===== src/rtl/register_file_pkg.sv =====
// Shared sizing constants for the datapath register file.
// No logic; imported by the top and its storage element.
// No flow control.
package register_file_pkg;

    localparam int REG_COUNT     = 16;
    localparam int REG_WIDTH     = 16;
    localparam int REG_IDX_WIDTH = 4;

endpackage


===== src/rtl/register_file_register16.sv =====
// One 16-bit storage register with synchronous reset and write enable.
// Latency: d appears on q one rising edge after en is sampled high.
// No backpressure; a write is accepted on every enabled edge.
module register16
    import register_file_pkg::*;
(
    input  logic                 clk,
    input  logic                 rst,
    input  logic                 en_i,
    input  logic [REG_WIDTH-1:0] d_i,
    output logic [REG_WIDTH-1:0] q_o
);

    logic [REG_WIDTH-1:0] data_q;
    logic [REG_WIDTH-1:0] data_d;

    // Hold the current value unless a write is enabled.
    always_comb begin
        data_d = data_q;
        if (en_i) begin
            data_d = d_i;
        end
    end

    // Reset wins over a simultaneous write.
    always_ff @(posedge clk) begin
        if (rst) begin
            data_q <= '0;
        end else begin
            data_q <= data_d;
        end
    end

    assign q_o = data_q;

endmodule


===== src/rtl/register_file.sv =====
// 16x16 register file, two combinational read ports, one write port, R0 tied to zero.
// Latency: reads 0 cycles; writes stored on the next edge and bypassed to reads at once.
// No backpressure; reads are always enabled and the read ports are always driven.
module register_file
    import register_file_pkg::*;
(
    input  logic                     clk,
    input  logic                     rst,
    input  logic                     WriteReg,
    input  logic [REG_IDX_WIDTH-1:0] SrcReg1,
    input  logic [REG_IDX_WIDTH-1:0] SrcReg2,
    input  logic [REG_IDX_WIDTH-1:0] DstReg,
    input  logic [REG_WIDTH-1:0]     DstData,
    inout  wire  [REG_WIDTH-1:0]     SrcData1,
    inout  wire  [REG_WIDTH-1:0]     SrcData2
);

    logic [REG_COUNT-1:1]                wr_sel;
    logic [REG_COUNT-1:0][REG_WIDTH-1:0] reg_q;
    logic [REG_WIDTH-1:0]                rd1;
    logic [REG_WIDTH-1:0]                rd2;
    logic                                wr_live;

    // R0 is a constant rather than storage.
    assign reg_q[0] = '0;

    // One-hot write decode gated by WriteReg; index 0 has no register behind it.
    always_comb begin
        wr_sel = '0;
        for (int i = 1; i < REG_COUNT; i++) begin
            wr_sel[i] = WriteReg && (DstReg == REG_IDX_WIDTH'(i));
        end
    end

    for (genvar g = 1; g < REG_COUNT; g++) begin : g_regs
        register16 u_reg (
            .clk  (clk),
            .rst  (rst),
            .en_i (wr_sel[g]),
            .d_i  (DstData),
            .q_o  (reg_q[g])
        );
    end

    // A write to R0 is discarded, so it must never bypass either.
    assign wr_live = WriteReg && (DstReg != '0);

    // Each port picks storage, then overrides with in-flight write data on a match.
    always_comb begin
        rd1 = reg_q[SrcReg1];
        rd2 = reg_q[SrcReg2];
        if (wr_live && (SrcReg1 == DstReg)) begin
            rd1 = DstData;
        end
        if (wr_live && (SrcReg2 == DstReg)) begin
            rd2 = DstData;
        end
    end

    assign SrcData1 = rd1;
    assign SrcData2 = rd2;

endmodule


===== config.mk =====
export PLATFORM = sky130hd
export DESIGN_NAME = register_file
export DESIGN_NICKNAME = d
export VERILOG_FILES = /design/src/rtl/register_file_pkg.sv /design/src/rtl/register_file_register16.sv /design/src/rtl/register_file.sv
export SDC_FILE = /design/constraint.sdc
export NUM_CORES = 1
export LEC_CHECK = 0
export BUFFER_PORTS_ARGS = -buffer_cell sky130_fd_sc_hd__buf_2
export CORE_MARGIN = 2
export CORE_UTILIZATION = 50
export DETAILED_ROUTE_END_ITERATION = 7
export MAX_ROUTING_LAYER = met4
export PLACE_DENSITY = 0.67
export RECOVER_POWER = 100
export SETUP_SLACK_MARGIN = 0.5
export SKIP_CTS_REPAIR_TIMING = 1
export SYNTH_ARGS = -nofsm -noshare
export SYNTH_HDL_FRONTEND = slang
export SYNTH_SLANG_ARGS = --single-unit

===== constraint.sdc =====
create_clock -name clk -period 2.5 [get_ports clk]
set_input_delay 0.125 -clock clk [delete_from_list [all_inputs] [get_ports clk]]
set_output_delay 0.125 -clock clk [all_outputs]
set_load 0.005 [all_outputs]

### Word level (Yosys, flattened, before mapping)

Index checks and enable logic that the tools add are counted.

* mux-type cells: 6
* reduce and logical (&&, ||, !) cells: 19
* equal/unequal tests: 17
* $lt $le $gt $ge: 2

Operators with widths (number)
* binary-select mux 16 bit (select 4 bit): 2
* 2-to-1 mux 16 bit: 4
* == test 4 bit, second input constant: 8
* logical AND 1 bit: 18
* == test 4 x 3 -> 1 bit, second input constant: 4
* < comparator 4 x 5 -> 1 bit, second input constant: 2
* == test 4 x 2 -> 1 bit, second input constant: 2
* == test 4 bit: 2
* == test 4 x 1 -> 1 bit, second input constant: 1
* nonzero test 4 bit: 1

* input port bits: 31
* logic and storage cells: 59
* output and inout bits: 32
* register bits: 240

### Longest topological paths before layout

Gate-level depths: netlist (run 1).

* depth after elaboration: 4
* gate-level depth with buffers: 7
* mapped depth without buffers: 4

### Cells and area by module

Synthesis (run 1) repeated with hierarchy kept, for this count alone.

* cell total of the unflattened synthesis: 1230
* area total of the unflattened synthesis: 13399.1 sq um

By module, submodules not included
* register16: area an instance 580.6 sq um, sequential area each 320.3 sq um, times used 15, cells an instance 52
* register_file: area an instance 4690.7 sq um, sequential area each 0.0 sq um, times used 1, cells an instance 450

### Least setup slack after synthesis (run 1)

Ideal clock, no wire load.

* path type: input to output
* start point: input port SrcReg1[2]
* end point: output port SrcData1[10]
* setup slack: 863 ps
* arrival: 1512 ps
* buffers on the path: 2
* data required time: 2375 ps
* stages on the path: 6
* path through: buf_2 > clkbuf_1 > mux4_2 > a22oi_1 > o31ai_1 > mux2_2

* longest elaborated chain between the ends: 3
* elaborated cells between the ends (all ways): 5
* those cells by class: eq/ne: 1; mux: 3; reduce/logical: 1

Ends and longest elaborated chain
* start: declaration: RTL line register_file.sv:10 `input logic [REG_IDX_WIDTH-1:0] SrcReg1,`
* binary-select mux 16 bit (select 4 bit) or == test 4 bit (tied branches): RTL line register_file.sv:50, register_file.sv:52
* 2-to-1 mux 16 bit (implied by the code) or logical AND 1 bit (tied branches): RTL line register_file.sv:50, register_file.sv:52
* 2-to-1 mux 16 bit (*): RTL line register_file.sv:52 `if (wr_live && (SrcReg1 == DstReg)) begin`
* end: declaration: RTL line register_file.sv:14 `inout wire [REG_WIDTH-1:0] SrcData1,`

Mark *: on every way between the ends. The rest lies on a longest branch, timed or not. The select of a mux whose other input is x is not followed.

### Worst setup path in the final report (run 1)

* start point: register g_regs[15].u_reg.data_q[6]
* end point: output port SrcData1[6]

* longest elaborated chain between the ends: 3

Ends and longest elaborated chain
* start: declaration: RTL line register_file_register16.sv:14 `logic [REG_WIDTH-1:0] data_q;`
* start signal: assignment: RTL line register_file_register16.sv:30 `data_q <= data_d;`
* binary-select mux 16 bit (select 4 bit): RTL line register_file.sv:50 `rd1 = reg_q[SrcReg1];`
* 2-to-1 mux 16 bit (implied by the code): RTL line register_file.sv:50
* 2-to-1 mux 16 bit: RTL line register_file.sv:52

Every way passes these cells. The select of a mux whose other input is x is not followed.

==> impl_summary.log, run 1 <==
[metrics] critical path start-end classification: register to primary output
[metrics] placeable core region: 25300 sq um
[metrics] final hold violations: 0
[metrics] clock share of power: 0.461
[metrics] peak ir drop on the vdd network: 540 uV
[metrics] final antenna-violating net count: 0
[metrics] worst min path class: primary input to register
[metrics] number of clock sinks: 240
[metrics] maximum number of pins on one net before global-route repair: between 80 and 90
[metrics] final core utilization: 0.570
[metrics] data required time at the worst endpoint: 2380 ps
[metrics] Worst-Margin Slew: 1180 ps
[metrics] mean area per synthesized cell: 8.83 sq um
[metrics] Syn Inst Count: 1462
[metrics] critical path data arrival time: 2250 ps
[metrics] max FFs per register: 240
[metrics] Switching Fraction: 0.248
[metrics] number of global-route vias before repair: 10700
[metrics] number of vias after detailed routing: 11300
[metrics] clk_lat worst skew: 520 ps
[metrics] cell internal power dissipation: 0.00669 W
[metrics] total of max-cap violations: 0
[metrics] master cell of the clock root buffer: sky130_fd_sc_hd__clkbuf_16
[metrics] fin nets: between 1000 and 1500
[metrics] register bit count reported by yosys: 240
[metrics] final routed DRC violation total: 0
[metrics] TritonCTS clock tree: done
[metrics] number of top-level design ports: between 60 and 70
[metrics] area post-placement: 13300 sq um
[metrics] biggest area contributors in the synthesized netlist: sky130_fd_sc_hd__dfxtp_1 37%, sky130_fd_sc_hd__nand2_1 14%, sky130_fd_sc_hd__mux4_2 13%
[metrics] P&R area growth vs syn: 11.6%
[metrics] Non-Filler Cell Area, Final: roughly 14000 sq um
[metrics] fraction of power consumed by combinational cells: 0.100
[metrics] sequential area share after synthesis: 0.372
[metrics] element type at the critical path end: primary output
[metrics] first-pass GRT wire length: roughly 63 mm
[metrics] post-synthesis cell type count: 36
[metrics] Antenna Diode Count: 0
[metrics] total standard cell area after synthesis: 12900 sq um
[metrics] fraction of layout cells with a size suffix above 1: 0.218
[metrics] total of warnings raised by yosys: 0
[metrics] crit share post-route: 0.948
[metrics] run status: completed
[metrics] CTS H-Tree Depth: 1
[metrics] area share of the leading cell type in the synthesized netlist: 0.372
[metrics] RSZ-0062 raised after global routing: yes
[metrics] vias per inst: 6.34
[metrics] sequential group share of total power: 0.439
[metrics] CTS clock-pin slew for the worst setup and hold paths: 60 ps
[metrics] net switching power of the design: approximately 0.0022 W
[metrics] Detailed Place HPWL: 26.3 mm
[metrics] horizontal extent of the die: 165 um
[metrics] Net Count, Synth: ~1500
[metrics] leakage power: 4.86 nW
[metrics] drt pass-1 iters: 6
[metrics] initial antenna violation count: 0
[metrics] largest driver fanout on the critical path: 3
[metrics] largest area contributor in the netlist: sky130_fd_sc_hd__dfxtp_1
[metrics] count of port buffers added during placement: 30
[metrics] final-report setup violation count: 0
[metrics] Die Ht: between 150 and 200 um
[metrics] average wire per cell in the routed design: 23.6 um
[metrics] final RePlAce weighted congestion: 0.942
[metrics] Num CTS Buffers: 26
[metrics] starting density of the core: 0.511
[metrics] Pwr Density: 617 nW/um^2
[metrics] total congestion overflow: 0
[metrics] die area: 27100 sq um
[metrics] Rel. slew slack: 0.211
[metrics] Inst Count DP: between 1500 and 2000
[metrics] number of rows in the core area: 58
[metrics] kind of start point of the critical path: register
[metrics] CTS max path bufs: 3
[metrics] max-slew violation total from the final report: 0
[metrics] GRT Overall Usage: 0.319
[metrics] fill cell instance count of the final layout: around 2200
[metrics] shortest period the worst path allows: roughly 2400 ps
[metrics] Starting DRT DRC Count: 1230
[metrics] Sum Neg Setup Slack: 0 ps
[metrics] highest attainable clock frequency: 422 MHz
[metrics] worst setup skew after layout: 0 ps
[metrics] non-filler instance count after layout: 1786
[metrics] final routed wirelength across all metal layers: 42.2 mm
[critical path, cell delays in order (launching register included)]
cell and delay [ps]:
sky130_fd_sc_hd__dfxtp_2 330, sky130_fd_sc_hd__mux4_2 460, sky130_fd_sc_hd__a22oi_1 320, sky130_fd_sc_hd__o31ai_1 150
sky130_fd_sc_hd__buf_4 170, sky130_fd_sc_hd__mux2_2 270
[final timing paths]
check	to	start	slack [ps]	cells after the start
setup / recovery	SrcData1[6]	g_regs[15].u_reg.q_o[6]	130	5
hold / removal	g_regs[2].u_reg.q_o[8]	DstData[8]	4	3
setup reg to reg	g_regs[6].u_reg.q_o[2]	g_regs[6].u_reg.q_o[2]	1810	2
hold reg to reg	g_regs[10].u_reg.q_o[2]	g_regs[10].u_reg.q_o[2]	460	2
[Yosys cell counts]
| cell | n |
|---|---|
| sky130_fd_sc_hd__a21oi_1 | 240 |
| sky130_fd_sc_hd__a221oi_1 | 32 |
| sky130_fd_sc_hd__a22oi_1 | 30 |
| sky130_fd_sc_hd__and2_1 | 2 |
| sky130_fd_sc_hd__and2b_1 | 2 |
| sky130_fd_sc_hd__and3_1 | 1 |
| sky130_fd_sc_hd__and3b_1 | 2 |
| sky130_fd_sc_hd__buf_1 | 1 |
| sky130_fd_sc_hd__buf_12 | 4 |
| sky130_fd_sc_hd__buf_2 | 42 |
| sky130_fd_sc_hd__buf_4 | 8 |
| sky130_fd_sc_hd__buf_6 | 8 |
| sky130_fd_sc_hd__clkbuf_1 | 84 |
| sky130_fd_sc_hd__dfxtp_1 | 240 |
| sky130_fd_sc_hd__inv_1 | 2 |
| sky130_fd_sc_hd__mux2_2 | 62 |
| sky130_fd_sc_hd__mux2i_1 | 2 |
| sky130_fd_sc_hd__mux4_1 | 20 |
| sky130_fd_sc_hd__mux4_2 | 76 |
| sky130_fd_sc_hd__nand2_1 | 492 |
| sky130_fd_sc_hd__nand2b_1 | 2 |
| sky130_fd_sc_hd__nand3_1 | 5 |
| sky130_fd_sc_hd__nand3b_1 | 2 |
| sky130_fd_sc_hd__nand4_1 | 2 |
| sky130_fd_sc_hd__nor2_1 | 10 |
| sky130_fd_sc_hd__nor2_2 | 5 |
| sky130_fd_sc_hd__nor2b_1 | 36 |
| sky130_fd_sc_hd__nor3_1 | 2 |
| sky130_fd_sc_hd__nor3_2 | 3 |
| sky130_fd_sc_hd__nor3b_1 | 1 |
| sky130_fd_sc_hd__o22ai_1 | 2 |
| sky130_fd_sc_hd__o31ai_1 | 30 |
| sky130_fd_sc_hd__o32a_1 | 2 |
| sky130_fd_sc_hd__o41ai_4 | 1 |
| sky130_fd_sc_hd__or3b_1 | 1 |
| sky130_fd_sc_hd__xnor2_1 | 8 |
[power groups by stage]
stage,combinational (W),sequential (W),clock [W]
after floorplan,0.000596,0.00398,0
after global placement,0.000839,0.00399,0
after detailed placement,0.000845,0.00399,0
after CTS,0.000848,0.00391,0.00414
after global routing,0.000927,0.00391,0.00427
final,0.000885,0.00391,0.00410
[final cells by class]
type                    count  area, sq um  share of cell area
clock inverters             8          118             0.00816
repair buffers             95          733              0.0509
well taps                 330          413              0.0287
multi-input cells        1073         7510               0.521
inverters                   2         7.51            0.000521
flip-flops and latches    240         4820               0.335
clock buffers              38          797              0.0553
[cell usage in the layout, fill, tap and decap left out, types with 3 or more instances in the layout]
cell type	instances
sky130_fd_sc_hd__mux4_1	19
sky130_fd_sc_hd__nand3_1	5
sky130_fd_sc_hd__o31ai_2	12
sky130_fd_sc_hd__nor2b_1	36
sky130_fd_sc_hd__xnor2_1	8
sky130_fd_sc_hd__clkbuf_1	11
sky130_fd_sc_hd__buf_2	26
sky130_fd_sc_hd__a22oi_1	16
sky130_fd_sc_hd__mux4_2	77
sky130_fd_sc_hd__clkbuf_16	27
sky130_fd_sc_hd__a221oi_1	31
sky130_fd_sc_hd__dfxtp_1	224
sky130_fd_sc_hd__a21oi_1	240
sky130_fd_sc_hd__mux2_1	9
sky130_fd_sc_hd__mux2_2	47
sky130_fd_sc_hd__buf_12	8
sky130_fd_sc_hd__clkinv_2	4
sky130_fd_sc_hd__nand2_1	492
sky130_fd_sc_hd__o31ai_1	17
sky130_fd_sc_hd__buf_6	4
sky130_fd_sc_hd__clkbuf_8	8
sky130_fd_sc_hd__nor2_2	5
sky130_fd_sc_hd__nor2_1	10
sky130_fd_sc_hd__mux2_4	6
sky130_fd_sc_hd__buf_4	49
sky130_fd_sc_hd__bufinv_16	3
sky130_fd_sc_hd__a22oi_2	14
sky130_fd_sc_hd__dfxtp_2	16
sky130_fd_sc_hd__nor3_2	3
[cells by family after synthesis]
kind of cell / Yosys count / synth area share
AOI/OAI and AO/OA: 337 / 0.154
xor gates and xnor gates: 8 / 0.00543
buffers and inverters: 149 / 0.0594
DFF: 240 / 0.372
muxes: 160 / 0.229
and+or+nand+nor: 568 / 0.179
[metrics by stage]
step / setup WS, ps / total power, W / hold WS [ps]
2_1_floorplan: 863 / 0.00458 / 408
3_3_place_gp: 271 / 0.00483 / 449
3_5_place_dp: 246 / 0.00484 / 456
4_1_cts: 121 / 0.00889 / -4.05
5_1_grt: 111 / 0.00911 / 21.1
6_report: 130 / 0.00889 / 3.77
[per-layer routing]
layer | routed length (um) | up-vias | share of wire | track usage
met5 | 0 | - | 0 | -
met2 | 19900 | 588 | 0.47 | 0.501
li1 | - | 5116 | - | -
met4 | 1980 | 0 | 0.047 | 0.164
met1 | 16400 | 5477 | 0.39 | 0.406
met3 | 3910 | 137 | 0.093 | 0.0407
No activity file was read; power rests on OpenSTA's default activity.
==> run 2: changes to the inputs <==
Settings changed: SYNTH_HIERARCHICAL set to 1.
==> run 2 against run 1 <==
Clock power decreased by 9.8%. Total power shrank 4.1%. Largest power group is now sequential cells. Hold slack better by 35 ps. Clock skew unchanged. Non-clock buffer count fell by 2. The flow now finishes with violations (max-capacitance violations, max-slew violations). Maximum frequency grew 9.0%. Flip-flop and latch count stayed put. Core utilization down 1.2 points. Synthesized cell count is 16% lower.
==> impl_summary.log, run 2 <==
[metrics] number of rows in the core area: 59 (+1.7%)
[metrics] master of the slowest instance on the critical path: sky130_fd_sc_hd__mux4_2
[metrics] total standard cell area after synthesis: 13400 sq um (+3.8%)
[metrics] GRT Overall Usage: 0.272 (-0.0464)
[metrics] Worst-Margin Slew: 1830 ps (+647 ps)
[metrics] run status: finished with violations
[metrics] maximum number of pins on one net before global-route repair: 75 (-8.5%)
[metrics] total of warnings raised by yosys: 6 (+6)
[metrics] shortest period the worst path allows: 2180 ps (-195 ps)
[metrics] number of vias after detailed routing: 9995 (-12%)
[metrics] Non-Filler Cell Area, Final: 14600 sq um (+1.6%)
[metrics] Num CTS Buffers: 26 (unchanged)
[metrics] TritonCTS clock tree: done
[metrics] largest driver fanout on the critical path: 3 (unchanged)
[metrics] most frequent cell after synthesis: sky130_fd_sc_hd__nor2_1
[metrics] total of max-cap violations: 5 (+5)
[metrics] critical path start-end classification: register to primary output
[metrics] Post-Route Hold Slack: 38.5 ps (+34.7 ps)
[metrics] CTS clock-pin slew for the worst setup and hold paths: 60 ps (about the same)
[metrics] final antenna-violating net count: 0 (unchanged)
[metrics] largest area contributor in the netlist: sky130_fd_sc_hd__dfxtp_1
[metrics] leakage power: 5.06 nW (+4.1%)
[metrics] highest attainable clock frequency: 460 MHz (+9.0%)
[metrics] RSZ-0062 raised after global routing: yes
[metrics] final routed DRC violation total: 0 (unchanged)
[metrics] peak ir drop on the vdd network: 529 uV (-2.0%)
[metrics] commonest cells after routing, fill and taps aside: 247 x sky130_fd_sc_hd__nor2_1, 240 x sky130_fd_sc_hd__mux2i_1, 208 x sky130_fd_sc_hd__dfxtp_1, 93 x sky130_fd_sc_hd__mux4_2
[metrics] number of clock sinks: 240 (unchanged)
[metrics] max-slew violation total from the final report: 85 (+85)
[metrics] highest cell delay on the worst timing path: 480 ps (+20 ps)
[metrics] worst setup skew after layout: 0 ps (unchanged)
[metrics] average wire per cell in the routed design: 23.9 um (+1.1%)
[metrics] final RePlAce weighted congestion: 0.880 (-6.6%)
[metrics] critical path, cell by cell: mux4_2 -> a22oi_1 -> o31ai_2 -> mux2_4
[metrics] share of flip-flops with an asynchronous set or reset: 0 (unchanged)
[metrics] P&R area growth vs syn: 9.27%
[metrics] data required time at the worst endpoint: 2380 ps (about the same)
[metrics] biggest area contributors in the synthesized netlist: sky130_fd_sc_hd__dfxtp_1 36%, sky130_fd_sc_hd__mux2i_1 18%, sky130_fd_sc_hd__mux4_2 16%
[metrics] max FFs per register: 240 (unchanged)
[metrics] horizontal extent of the die: 168 um (+1.9%)
[metrics] Die Ht: 168 um (+1.9%)
[metrics] Starting DRT DRC Count: 988 (-20%)
[metrics] drt pass-1 iters: 5 (-1)
[metrics] area share of the leading cell type in the synthesized netlist: 0.359 (-0.0138)
[metrics] count of port buffers added during placement: 30 (unchanged)
[metrics] crit share post-route: 0.870 (-0.0779)
[metrics] vias per inst: 6.32 (-0.30%)
[metrics] Detailed Place HPWL: 23.8 mm (-9.5%)
[metrics] Net Count, Synth: 1261 (-16%)
[metrics] top cells by count, synth: 252 x sky130_fd_sc_hd__nor2_1, 240 x sky130_fd_sc_hd__dfxtp_1, 240 x sky130_fd_sc_hd__mux2i_1, 93 x sky130_fd_sc_hd__mux4_2, 41 x sky130_fd_sc_hd__mux2_2
[metrics] final routed wirelength across all metal layers: 37.8 mm (-10%)
[metrics] Syn Inst Count: 1230 (-16%)
[metrics] Pwr Density: 583 nW/um^2 (-5.6%)
[metrics] worst min path class: primary input to register
[metrics] master cell of the clock root buffer: sky130_fd_sc_hd__clkbuf_16
[metrics] Rel. slew slack: -0.220 (-0.431)
[metrics] clk_lat worst skew: 530 ps (about the same)
[metrics] most common library cell in the layout ignoring fill and taps: sky130_fd_sc_hd__nor2_1
[metrics] number of global-route vias before repair: 10100 (-6.0%)
[metrics] violations in the final reports: max-capacitance violations, max-slew violations
[metrics] final hold violations: 0 (unchanged)
[metrics] fin nets: 1260 (-14%)
[metrics] CTS max path bufs: 3 (unchanged)
[metrics] sequential area share after synthesis: 0.359 (-0.0138)
[metrics] Sum Neg Setup Slack: 0 ps (unchanged)
[metrics] post-synthesis cell type count: 36 (unchanged)
[metrics] CTS H-Tree Depth: 1 (unchanged)
[metrics] final worst-path setup slack: 325 ps (+195 ps)
[metrics] register bit count reported by yosys: 240 (unchanged)
[metrics] area post-placement: 13800 sq um (+3.9%)
[metrics] number of synthesized flops with an enable pin: 0 (unchanged)
[metrics] die area: 28100 sq um (+3.8%)
[metrics] placeable core region: 26200 sq um (+3.8%)
[metrics] Post-Place Setup Slack: 310 ps (+63.3 ps)
[metrics] mean area per synthesized cell: 10.9 sq um (+23%)
[metrics] final core utilization: 0.559 (-0.0117)
[metrics] dominant synthesized flop cell: sky130_fd_sc_hd__dfxtp_1
[metrics] fraction of layout cells with a size suffix above 1: 0.248 (+0.0303)
[metrics] critical path data arrival time: 2050 ps (-200 ps)
[metrics] final-report setup violation count: 0 (unchanged)
[metrics] number of top-level design ports: 63 (unchanged)
[metrics] total congestion overflow: 0 (unchanged)
[metrics] kind of start point of the critical path: register
[metrics] starting density of the core: 0.511 (about the same)
[metrics] initial antenna violation count: 1 (+1)
[metrics] element type at the critical path end: primary output
[metrics] first-pass GRT wire length: 58.0 mm (-8.2%)
## run 2: cell count changes after synthesis, sizes merged, moves of 38 or more
cell	delta
nand2	-461
a21oi	-240
mux2i	+238
nor2	+237
clkbuf	-63
buf	+38
## run 2: worst paths after layout
path / startpoint / slack (ps) / depth (start not counted) / to
max: g_regs[15].u_reg/q_o[1] / 320 / 4 / SrcData1[1]
min: rst / 40 / 2 / g_regs[6].u_reg/q_o[1]
max reg2reg: g_regs[13].u_reg/q_o[1] / 1820 / 2 / g_regs[13].u_reg/q_o[1]
min reg2reg: g_regs[14].u_reg/q_o[2] / 490 / 2 / g_regs[14].u_reg/q_o[2]
## run 2: through the flow
step / total power (W) / cells
after global routing: 0.00880 / 1582
after detailed placement: 0.00491 / 1557
after global placement: 0.00490 / 1557
final: 0.00853 / 1582
after floorplan: 0.00457 / 1230
after CTS: 0.00859 / 1602
## run 2: power by group
part	switching, W	leakage, nW	internal [W]
Combinational	0.000568	2.71	0.000351
Clock	0.00155	0.402	0.00215
Sequential	0.0000351	1.95	0.00388
Total	0.00216	5.06	0.00637
## run 2: routing by layer
metal / vias up / track usage / routed length, um
met1: 4997 / 0.376 / 16500
li1: 4469 / - / -
met2: 463 / 0.408 / 17100
met3: 66 / 0.0492 / 3090
met5: - / - / 0
met4: 0 / 0.0870 / 1150
## run 2: layout make-up
type / instances / area (sq um)
Antenna cell: 1 / 2.50
Timing Repair Buffer: 93 / 693
Clock inverter: 4 / 23.8
Clock buffer: 41 / 788
Sequential cell: 240 / 4840
Tap cell: 335 / 419
Fill cell: 2268 / 11600
Multi-Input combinational cell: 868 / 7870
## run 2: logic make-up after synthesis
family	Yosys count	synth area share
AO/OA/AOI/OAI	67	0.0384
XOR/XNOR	8	0.00579
buffers and inverters	122	0.0728
flip-flops	240	0.359
multiplexers	400	0.396
AND/OR/NAND/NOR	393	0.129
## run 2: worst max-delay path: cells and delay by family (launching register included)
kind               cells  cell delay, ps
muxes                  2             770
DFF                    1             320
AOI/OAI and AO/OA      2             430
==> run 3: changes to the inputs <==
Settings changed: PLACE_DENSITY 0.67 to 0.7.
==> run 3 against run 2 <==
Critical path type is now primary input to register. Maximum frequency shrank 5.5%. Total power grew 1.8%. Sequential power is essentially flat. Combinational power grew 2%. Non-clock buffer count grew 4. Critical path depth grew 2. First-iteration DRC count grew 23%. Sequential share of layout area shrank 0.15 points. Die area is the same. Global-route usage grew 0.46 points. The run still ends with max-capacitance violations, max-slew violations left.
==> impl_summary.log, run 3 (same netlist as run 2, synthesis figures left out) <==
[metrics] TritonCTS clock tree: done
[metrics] capture point of the worst reg-to-reg path: g_regs[10].u_reg/q_o[10]
[metrics] number of top-level design ports: 63 (unchanged)
[metrics] vias per inst: 6.40 (+1.3%)
[metrics] commonest cells after routing, fill and taps aside: 251 x sky130_fd_sc_hd__nor2_1, 240 x sky130_fd_sc_hd__mux2i_1, 218 x sky130_fd_sc_hd__dfxtp_1, 93 x sky130_fd_sc_hd__mux4_2, 35 x sky130_fd_sc_hd__nor2b_1
[metrics] clk_lat worst skew: 520 ps (about the same)
[metrics] CP delay by family, top: buffers and inverters
[metrics] final worst-path setup slack: 199 ps (-126 ps)
[metrics] highest cell delay on the worst timing path: 980 ps (+500 ps)
[metrics] Post-Place Setup Slack: 220 ps (-89.4 ps)
[metrics] total congestion overflow: 0 (unchanged)
[metrics] worst path bufs/invs: 2 (+2)
[metrics] critical path data arrival time: 2700 ps (+650 ps)
[metrics] peak ir drop on the vdd network: 427 uV (-19%)
[metrics] element type at the critical path end: register
[metrics] final routed wirelength across all metal layers: 38.8 mm (+2.6%)
[metrics] number of vias after detailed routing: 10200 (+1.6%)
[metrics] crit share post-route: 0.921 (+0.0504)
[metrics] Pwr Density: 592 nW/um^2 (+1.6%)
[metrics] highest attainable clock frequency: 435 MHz (-5.5%)
[metrics] final-report setup violation count: 0 (unchanged)
[metrics] final hold violations: 0 (unchanged)
[metrics] most common library cell in the layout ignoring fill and taps: sky130_fd_sc_hd__nor2_1
[metrics] CTS max path bufs: 3 (unchanged)
[metrics] total of max-cap violations: 2 (-3)
[metrics] final routed DRC violation total: 0 (unchanged)
[metrics] worst min path class: primary input to register
[metrics] max FFs per register: 240 (unchanged)
[metrics] data required time at the worst endpoint: 2900 ps (+520 ps)
[metrics] Cells on Worst Hold Path: 2 (unchanged)
[metrics] GRT Overall Usage: 0.277 (+0.00463)
[metrics] critical path start-end classification: primary input to register
[metrics] fill cell instance count of the final layout: 2229 (-1.7%)
[metrics] Sum Neg Setup Slack: 0 ps (unchanged)
[metrics] number of global-route vias before repair: 10000 (-0.44%)
[metrics] fin nets: 1263 (+0.24%)
[metrics] horizontal extent of the die: 168 um (unchanged)
[metrics] max-slew violation total from the final report: 31 (-64%)
[metrics] run status: finished with violations
[metrics] Num CTS Buffers: 25 (-3.8%)
[metrics] placeable core region: 26200 sq um (unchanged)
[metrics] violations in the final reports: max-capacitance violations, max-slew violations
[metrics] Starting DRT DRC Count: 1216 (+23%)
[metrics] master of the slowest instance on the critical path: sky130_fd_sc_hd__clkbuf_1
[metrics] final core utilization: 0.560 (+0.00115)
[metrics] CTS clock-pin slew for the worst setup and hold paths: 60 ps (about the same)
[metrics] final antenna-violating net count: 0 (unchanged)
[metrics] die area: 28100 sq um (unchanged)
[metrics] Rel. slew slack: -0.102 (+0.119)
[metrics] Hold Path Origin: rst
[metrics] CTS H-Tree Depth: 1 (unchanged)
[metrics] fraction of layout cells with a size suffix above 1: 0.234 (-0.0144)
[metrics] maximum number of pins on one net before global-route repair: 72 (-4.0%)
[metrics] master cell of the clock root buffer: sky130_fd_sc_hd__clkbuf_16
[metrics] Post-Route Hold Slack: 34.1 ps (-4.37 ps)
[metrics] number of clock sinks: 240 (unchanged)
[metrics] starting density of the core: 0.511 (unchanged)
[metrics] FF-to-FF setup slack: 1810 ps (about the same)
[metrics] cell depth of the worst flop-to-flop path: 2 (unchanged)
[metrics] drt pass-1 iters: 6 (+1)
[metrics] number of rows in the core area: 59 (unchanged)
[metrics] worst reg2reg path startpoint: g_regs[10].u_reg/q_o[10]
[metrics] Worst-Margin Slew: 1650 ps (-178 ps)
[metrics] largest driver fanout on the critical path: 13 (+10)
[metrics] kind of start point of the critical path: primary input
[metrics] initial antenna violation count: 1 (unchanged)
[metrics] count of port buffers added during placement: 30 (unchanged)
[metrics] RSZ-0062 raised after global routing: yes
[metrics] first-pass GRT wire length: 58.7 mm (+1.1%)
[metrics] Die Ht: 168 um (unchanged)
[metrics] total power: 0.00868 W (+1.8%)
[metrics] critical path, cell by cell: clkbuf_1 -> or3b_2 -> nor2_1 -> clkbuf_1 -> mux2i_1 -> nor2_1
[metrics] leakage power: 5.07 nW (+0.19%)
[metrics] final RePlAce weighted congestion: 0.858 (-2.5%)
[metrics] Detailed Place HPWL: 23.4 mm (-1.6%)
[metrics] shortest period the worst path allows: 2300 ps (+126 ps)
[metrics] average wire per cell in the routed design: 24.5 um (+2.3%)
[metrics] worst setup skew after layout: 0 ps (unchanged)
[metrics] endpoint of the worst hold-timing path: g_regs[5].u_reg/q_o[2]
[metrics] P&R area growth vs syn: 9.50%
==> run 3: layout make-up <==
cell class	count	area (sq um)	share of cell area
diodes	1	2.50	0.000171
clock buffers	38	754	0.0514
clock inverters	7	87.6	0.00597
multi-input cells	868	7760	0.529
flip-flops and latches	240	4830	0.329
well taps	335	419	0.0286
repair buffers	97	818	0.0558
==> run 3: per-layer routing <==
metal	up-vias	track usage	wire length, um
met5	-	-	0
met3	72	0.0449	3450
li1	4474	-	-
met1	5090	0.374	16000
met4	0	0.0915	983
met2	516	0.427	18400
==> run 3: how the worst max path moves through the flow <==
stage | start | to | slack (ps) | cells after the start
3_3_place_gp | SrcReg1[0] | SrcData1[14] | 260 | 8
4_1_cts | SrcReg1[0] | SrcData1[13] | 210 | 7
6_report | DstReg[3] | g_regs[2].u_reg/q_o[5] | 200 | 6
5_1_grt | DstReg[3] | g_regs[2].u_reg/q_o[5] | 180 | 6
2_1_floorplan | DstReg[2] | SrcData2[0] | 950 | 7
3_5_place_dp | SrcReg1[0] | SrcData1[13] | 220 | 7
==> run 3: where the power goes <==
| group | total [W] | switching [W] | leakage (nW) | internal, W |
|---|---|---|---|---|
| logic | 0.000937 | 0.000574 | 2.71 | 0.000363 |
| clock network | 0.00383 | 0.00156 | 0.416 | 0.00228 |
| registers | 0.00391 | 0.0000357 | 1.95 | 0.00387 |
| total | 0.00868 | 0.00217 | 5.07 | 0.00651 |
==> run 3: through the flow <==
step           cell area [sq um]  cells
6_report                   14700   1586
5_1_grt                    14700   1586
4_1_cts                    14700   1593
3_5_place_dp               13900   1548
3_3_place_gp               13900   1548
2_1_floorplan              13400   1230
